## src/rtl/mem_wb_stage.sv

```systemverilog
// mem_wb_stage: MEM/WB pipeline register and write-back data path.
// Holds the synchronous SRAM read word across stalls, then aligns and
// extends load data and picks the final register-file write value.
// Optional build macro MEM_WB_DEBUG_EN adds the debug_wb_* trace ports
// and the captured PC.
module mem_wb_stage #(
  parameter logic [31:0] RESET_PC = 32'hBFC0_0000
) (
  input  logic        clk,
  input  logic        reset,
  input  logic        stall,
  input  logic        flush,
  input  logic        valid_in,
  input  logic [31:0] pc_in,
  input  logic        MemtoReg,
  input  logic        RegWrite,
  input  logic [1:0]  MemRead,
  input  logic        LoadUnsigned,
  input  logic [31:0] Aluout,
  input  logic [4:0]  rd,
  input  logic [31:0] data_sram_rdata,
`ifdef MEM_WB_DEBUG_EN
  output logic [31:0] debug_wb_pc,
  output logic [3:0]  debug_wb_rf_wen,
  output logic [4:0]  debug_wb_rf_wnum,
  output logic [31:0] debug_wb_rf_wdata,
`endif
  output logic        RegWrite_out,
  output logic [4:0]  rd_out,
  output logic [31:0] wb_data
);

  typedef enum logic {LIVE = 1'b0, HELD = 1'b1} state_t;

  logic        valid_q;
  logic        MemtoReg_q;
  logic        RegWrite_q;
  logic [1:0]  MemRead_q;
  logic        LoadUnsigned_q;
  logic [31:0] Aluout_q;
  logic [4:0]  rd_q;
  logic [31:0] hold_q;
  state_t      state_q, state_d;
  logic        hold_en;

  logic [31:0] word_src;
  logic [7:0]  byte_sel;
  logic [15:0] half_sel;
  logic [31:0] load_data;

  // Pipeline register: flush clears valid (other fields are don't-care
  // and simply hold), stall holds everything, otherwise advance.
  always_ff @(posedge clk or negedge reset) begin
    if (!reset) begin
      valid_q        <= 1'b0;
      MemtoReg_q     <= 1'b0;
      RegWrite_q     <= 1'b0;
      MemRead_q      <= 2'b00;
      LoadUnsigned_q <= 1'b0;
      Aluout_q       <= 32'h0;
      rd_q           <= 5'd0;
    end else if (flush) begin
      valid_q <= 1'b0;
    end else if (!stall) begin
      valid_q        <= valid_in;
      MemtoReg_q     <= MemtoReg;
      RegWrite_q     <= RegWrite;
      MemRead_q      <= MemRead;
      LoadUnsigned_q <= LoadUnsigned;
      Aluout_q       <= Aluout;
      rd_q           <= rd;
    end
  end

`ifdef MEM_WB_DEBUG_EN
  logic [31:0] pc_q;

  // Captured PC follows the same advance/hold rule; only used for trace.
  always_ff @(posedge clk or negedge reset) begin
    if (!reset)                 pc_q <= RESET_PC;
    else if (!flush && !stall)  pc_q <= pc_in;
  end

  assign debug_wb_pc       = pc_q;
  assign debug_wb_rf_wen   = {4{RegWrite_out}};
  assign debug_wb_rf_wnum  = rd_out;
  assign debug_wb_rf_wdata = wb_data;
`else
  logic unused_pc;
  assign unused_pc = ^pc_in;
`endif

  // Hold FSM state and the captured SRAM word.
  always_ff @(posedge clk or negedge reset) begin
    if (!reset) begin
      state_q <= LIVE;
      hold_q  <= 32'h0;
    end else begin
      state_q <= state_d;
      if (hold_en) hold_q <= data_sram_rdata;
    end
  end

  // The SRAM word is only valid for one cycle, so a stalled load must
  // latch it on the first stalled edge and replay it until WB moves on.
  always_comb begin
    state_d = state_q;
    hold_en = 1'b0;
    case (state_q)
      LIVE: if (stall && !flush && valid_q && (MemRead_q != 2'b00)) begin
        hold_en = 1'b1;
        state_d = HELD;
      end
      HELD: if (!stall || flush) state_d = LIVE;
      default: state_d = LIVE;
    endcase
  end

  // Load lane selection and extension; a misaligned half rounds down.
  always_comb begin
    word_src = (state_q == HELD) ? hold_q : data_sram_rdata;
    byte_sel = word_src[7:0];
    case (Aluout_q[1:0])
      2'd0: byte_sel = word_src[7:0];
      2'd1: byte_sel = word_src[15:8];
      2'd2: byte_sel = word_src[23:16];
      2'd3: byte_sel = word_src[31:24];
      default: byte_sel = word_src[7:0];
    endcase
    half_sel = Aluout_q[1] ? word_src[31:16] : word_src[15:0];
    case (MemRead_q)
      2'b01: load_data = {{24{byte_sel[7] & ~LoadUnsigned_q}}, byte_sel};
      2'b10: load_data = {{16{half_sel[15] & ~LoadUnsigned_q}}, half_sel};
      default: load_data = word_src;
    endcase
  end

  assign wb_data      = MemtoReg_q ? load_data : Aluout_q;
  assign RegWrite_out = valid_q & RegWrite_q & (rd_q != 5'd0);
  assign rd_out       = rd_q;

endmodule

```

## config.mk

```make
export PLATFORM = sky130hd
export DESIGN_NAME = mem_wb_stage
export DESIGN_NICKNAME = d
export VERILOG_FILES = /design/src/rtl/mem_wb_stage.sv
export SDC_FILE = /design/constraint.sdc
export NUM_CORES = 1
export LEC_CHECK = 0
export CELL_PAD_IN_SITES_DETAIL_PLACEMENT = 1
export CELL_PAD_IN_SITES_GLOBAL_PLACEMENT = 1
export CORE_ASPECT_RATIO = 1.75
export CORE_MARGIN = 4
export CORE_UTILIZATION = 30
export DETAILED_ROUTE_END_ITERATION = 6
export PLACE_DENSITY = 0.68
export SLEW_MARGIN = 10
export SYNTH_ARGS = -nofsm -noshare
export SYNTH_HDL_FRONTEND = slang
export SYNTH_SLANG_ARGS = --single-unit
```

## constraint.sdc

```tcl
create_clock -name clk -period 2.9 [get_ports clk]
set_input_delay 0.58 -clock clk [delete_from_list [all_inputs] [get_ports clk]]
set_output_delay 0.58 -clock clk [all_outputs]
set_load 0.05 [all_outputs]
```

# After elaboration in Yosys (flattened, before gate mapping)
# Index checks and enable logic that the tools add are counted.
[totals]
register_bits = 76
latchBits = 0
ram_bits = 0
mem_bits_ro = 0
input_bits = 111
out_inout_bits = 38
word_cells = 44
memories = 0
[op_classes]
add_sub_neg = 0
multipliers = 0
n_div = 0
order_cmp = 0
eq_ne = 6
shift = 0
mux = 11
n_bitwise = 8
n_reduce_logical = 10
[op_table]
columns = ["operator", "count"]
rows = [
  ["2-to-1 mux 32 bit", 2],
  ["one-hot mux 32 bit (2 select lines)", 1],
  ["one-hot mux 8 bit (4 select lines)", 1],
  ["2-to-1 mux 16 bit", 1],
  ["equality test 2 bit (second input constant)", 3],
  ["2-to-1 mux 1 bit", 5],
  ["nonzero test 5 bit", 1],
  ["bitwise AND 1 bit", 4],
  ["equality test 2 x 1 -> 1 bit (second input constant)", 2],
  ["inverter 1 bit", 4],
  ["logical AND 1 bit", 3],
  ["logical NOT 1 bit", 2],
  ["logical NOT 2 bit", 1],
  ["!= test 2 x 1 -> 1 bit (second input constant)", 1],
  ["one-hot mux 1 bit (2 select lines)", 1],
  ["AND reduction 2 bit", 1],
  ["nonzero test 2 bit", 1],
  ["logical OR 1 bit", 1],
]

# Depth between registers and ports, before layout
[depth]
word_depth = 6
depth_mapped = 8
ltp_nobuf = 6

# Worst setup path before layout
# Ideal clock, no wire load.
[synth_path]
path_type = "flip-flop to output port"
startpoint = "reg MemRead_q[1]"
endpoint = "out wb_data[24]"
arrival_ns = 2.468
required_time_ns = 2.320
slack_ns = -0.148
path_stages_with_launch = 7
cell_sequence = "dfrtp_1 -> inv_1 -> ha_1 -> nor3b_1 -> a221oi_4 -> o21a_4 -> a311oi_1"
[synth_between]
elab_chain_len = 3
elab_cells_between_ends = 4
cone_classes = "2 x eq/ne; 2 x mux"
[synth_lines]
columns = ["element", "line_no", "source"]
rows = [
  ["from (decl)", "38", "logic [1:0] MemRead_q;"],
  ["from (signal assigned)", "68", "MemRead_q <= MemRead;"],
  ["equality test 2 bit / equality test 2 x 1 -> 1 bit (equally long branches)", "131", "case (MemRead_q)"],
  ["one-hot mux 32 bit (2 select lines) *", "131", ""],
  ["2-to-1 mux 32 bit *", "138", "assign wb_data = MemtoReg_q ? load_data : Aluout_q;"],
  ["to (decl)", "30", "output logic [31:0] wb_data"],
]
# Every way passes the cells marked *; elsewhere a longest branch is shown, timed or not.

# Worst setup path after layout
[layout_path]
startpoint = "reg state_q"
endpoint = "out wb_data[22]"
[layout_between]
elab_chain_len = 5
elab_cells_between_ends = 7
cone_classes = "5 x mux; 2 x bitwise"
[layout_lines]
columns = ["element", "line_no", "source"]
rows = [
  ["from (decl)", "43", "state_t state_q, state_d;"],
  ["from (signal assigned)", "99", "state_q <= state_d;"],
  ["2-to-1 mux 32 bit *", "121", "word_src = (state_q == HELD) ? hold_q : data_sram_rdata;"],
  ["one-hot mux 8 bit (4 select lines) / 2-to-1 mux 16 bit (equally long branches)", "123, 130", ""],
  ["bitwise AND 1 bit (on tied branches)", "132, 133", ""],
  ["one-hot mux 32 bit (2 select lines) *", "131", ""],
  ["2-to-1 mux 32 bit *", "138", ""],
]
# Marked as above.

==> flow_summary_export.csv <==
group,metric,value,unit
outcome,status,"complete, no violations",
layout,layout_common_cells,"98 x mux2_2, 79 x clkdlybuf4s50_1, 75 x dfrtp_1",
synthesis,synth_area,0.00426,sq mm
critical_path,crit_family,"multiplexers",
clock_tree,clk_pin_slew,0.06,ns
critical_path,crit_fanout,7,
synthesis,seq_area_frac_synth,44.6,%
die,core,0.0139,sq mm
critical_path,reg2reg_depth,4,
route,antenna_left,0,
sta,period_minus_slack,2.87,ns
sta,clock.fmax,0.348,GHz
critical_path,cp_slowest_cell,"mux4_2",
synthesis,syn_inst,359,
critical_path,timing.rr.end,"hold_q[21]",
layout,drive_gt1_share,42.1,%
layout,final_nets,602,
pwr,ir_drop,0.389,mV
clock_tree,cts-root-buf,"clkbuf_16",
sta,setup_viol,0,
pwr,switching_share,37.9,%
global_routing,track_usage,17.6,%
placement,placed_area,0.00578,sq mm
synthesis,synth.net_count,473,
placement,gp_congestion,0.785,
clock_tree,cts_tree,"yes",
sta,rsz0062_at_grt,"yes",
sta,drv_slew,0,
critical_path,crit-reg2reg-launch,"state_q",
clock_tree,clockBufferDepth,2,
clock_tree,cts_buffers,9,
synthesis,yosysWarningCount,0,
clock_tree,htree_levels,3,
layout,layout_commonest_cell,"mux2_2",
die,die_h,166,um
pwr,intPower,0.00274,W
sta,worstMarginPinSlew,0.522,ns
route,via_count,3479,
critical_path,cp_data_required_time,2.32,ns
layout,multiInputGateArea,0.00234,sq mm
critical_path,path_buf_inv,2,
placement,hpwl,10.3,mm
critical_path,worst_ep_arrival_time,2.29,ns
layout,seq_area,0.00190,sq mm
sta,slew_headroom,65.1,%
route,wl,14.1,mm
layout,area_growth,46.4,%
route,via_per_inst,5.18,
sta,post-route-period-util,99.1,%
layout,design_area,0.00624,sq mm
sta,setup_tns,0,ns
critical_path,critPathCaptureType,"primary output",
clock_tree,clock_latency,0.33,ns
clock_tree,cts_num_sinks,76,
critical_path,slowest_delay,0.59,ns
route,drt-pass1-iter-count,4,
die,chipWidth,98.1,um
global_routing,grt_overflow_total,0,
pwr,p_per_area,708,mW/mm^2
critical_path,startpoint_type,"register",
layout,fillers,1508,
pwr,p_leak,2.50,nW
critical_path,cp_cell_sequence,"mux4_2 -> a221oi_4 -> buf_6 -> o21a_4 -> nor2_1 -> buf_6",
synthesis,syn_area_per_cell,11.9,sq um
global_routing,grt_pass1_vias,3926,
pwr,p_seq_share,33.0,%
flow_run,cap_violations,0,
synthesis,ys_ff_latch,76,
die,die_area,0.0163,sq mm
pwr,power.switching,0.00168,W
placement,numPortBuffers,116,
route,drtIter0Drc,161,
global_routing,grt_start_max_net_pins,77,
critical_path,reg2reg_setup_slack,1.12,ns
hold_path,holdCritPathClass,"in2async",
die,initial_core_util,30.7,%
route,drc_errors,0,
die,ios,149,
route,routedWlPerCell,21.1,um
critical_path,worstSetupPathType,"reg2out",
sta,hold_violations,0,
global_routing,grt_pass1_wl,22.4,mm
sta,clock_skew,0.00465,ns
global_routing,antenna_found_initial,2,
pwr,p_comb_share,43.4,%
synthesis,ys_types,36,
critical_path,cpMostUsedCell,"buf_6",
pwr,clockPowerShare,23.6,%
die,rows,57,
-- routing by layer --
layer	global-route usage (%)	vias to the layer above	wire [um]
met5	0	-	0
met4	7.47	0	364
met3	3.54	21	538
met2	31.6	82	7780
met1	19.9	1770	5460
li1	-	1606	-
-- power by group through the flow --
stage / logic, W / clock network [W] / registers (W)
finish: 0.00192 / 0.00104 / 0.00146
global route: 0.00202 / 0.00113 / 0.00149
CTS: 0.00190 / 0.00108 / 0.00146
detailed placement: 0.00180 / 0 / 0.00147
global placement: 0.00177 / 0 / 0.00145
floorplan: 0.00113 / 0 / 0.00145
-- repair_timing --
item / 4_1_cts / 5_1_grt
setup buffers: 1 / 1
hold buffers: 0 / 0
gates resized for setup: 34 / 14
pin swaps: 4 / 4
setup endpoints to repair: 29 / 31
cloned: 1 / 0
-- sequential cells by signal, summed over array words and instances, names as in the netlist --
| register | flops |
|---|---|
| hold_q | 32 |
| valid_q | 1 |
| RegWrite_q | 1 |
| LoadUnsigned_q | 1 |
| rd_out | 5 |
| state_q | 1 |
| MemRead_q | 2 |
| Aluout_q | 32 |
| MemtoReg_q | 1 |
-- layout make-up --
cell class | count | share of cell area (%)
tap | 177 | 3.55
sequential | 76 | 30.5
antenna | 2 | 0.0802
inverter | 6 | 0.361
multi-input combinational | 251 | 37.4
timing repair buffer | 144 | 23.8
clock inverter | 2 | 0.160
clock buffer | 13 | 4.17
-- synthesized netlist by cell type --
library cell	count	area share (%)
nand3_1	3	0.35
a311oi_1	1	0.21
nor3b_1	1	0.18
o211a_1	1	0.23
o22ai_1	27	4.0
o21ai_0	9	1.1
mux2_2	98	26
buf_2	3	0.35
o311a_1	2	0.47
nand4_1	1	0.15
and4_1	1	0.21
o21a_4	1	0.35
inv_1	6	0.53
and3_1	2	0.29
dfrtp_1	76	45
o211ai_1	3	0.53
nor2b_1	2	0.29
mux4_2	11	5.8
ha_1	3	0.88
buf_6	2	0.53
a22oi_1	1	0.18
a31oi_1	5	0.73
o22a_1	1	0.21
a21oi_1	18	2.1
o32a_1	4	0.94
and2_1	1	0.15
nand2_1	16	1.4
mux2i_1	7	1.6
nor2_1	25	2.2
nand2b_1	1	0.15
clkbuf_1	19	1.7
a221oi_4	1	0.62
buf_1	3	0.26
and3b_1	1	0.21
or3_1	2	0.29
nor4b_2	1	0.35
-- per-stage QoR --
step                cells  hold WS, ns  setup WS, ns  power, W  util (%)
floorplan             359        0.284       0.00139   0.00258         -
global placement      651        0.484        -0.183   0.00322      41.6
detailed placement    651        0.496        -0.212   0.00327      41.6
CTS                   668        0.285       -0.0602   0.00443      44.3
global route          671        0.291       -0.0618   0.00464      44.9
finish                671        0.250        0.0272   0.00442      44.9
-- worst max-delay path by stage --
stage                              startpoint           to  cells past startpoint
after global placement    data_sram_rdata[23]  wb_data[21]                      6
after detailed placement  data_sram_rdata[23]  wb_data[24]                      6
after floorplan                  MemRead_q[0]  wb_data[16]                      8
after global routing                  state_q  wb_data[17]                      6
after CTS                             state_q  wb_data[24]                      5
final                                 state_q  wb_data[22]                      6
-- cells by family (layout without fill, tap and decap cells) --
group                    Yosys count  after routing  share of synthesized area [%]
AO/OA/AOI/OAI                     74             75                           11.6
adder cells (fa/ha/maj)            3              3                          0.881
buffers and inverters             33            165                           3.35
flip-flops                        76             76                           44.6
multiplexers                     116            116                           33.3
other                              0              2                              0
AND/OR/NAND/NOR                   57             57                           6.22
Power figures use the tool's default switching activity.
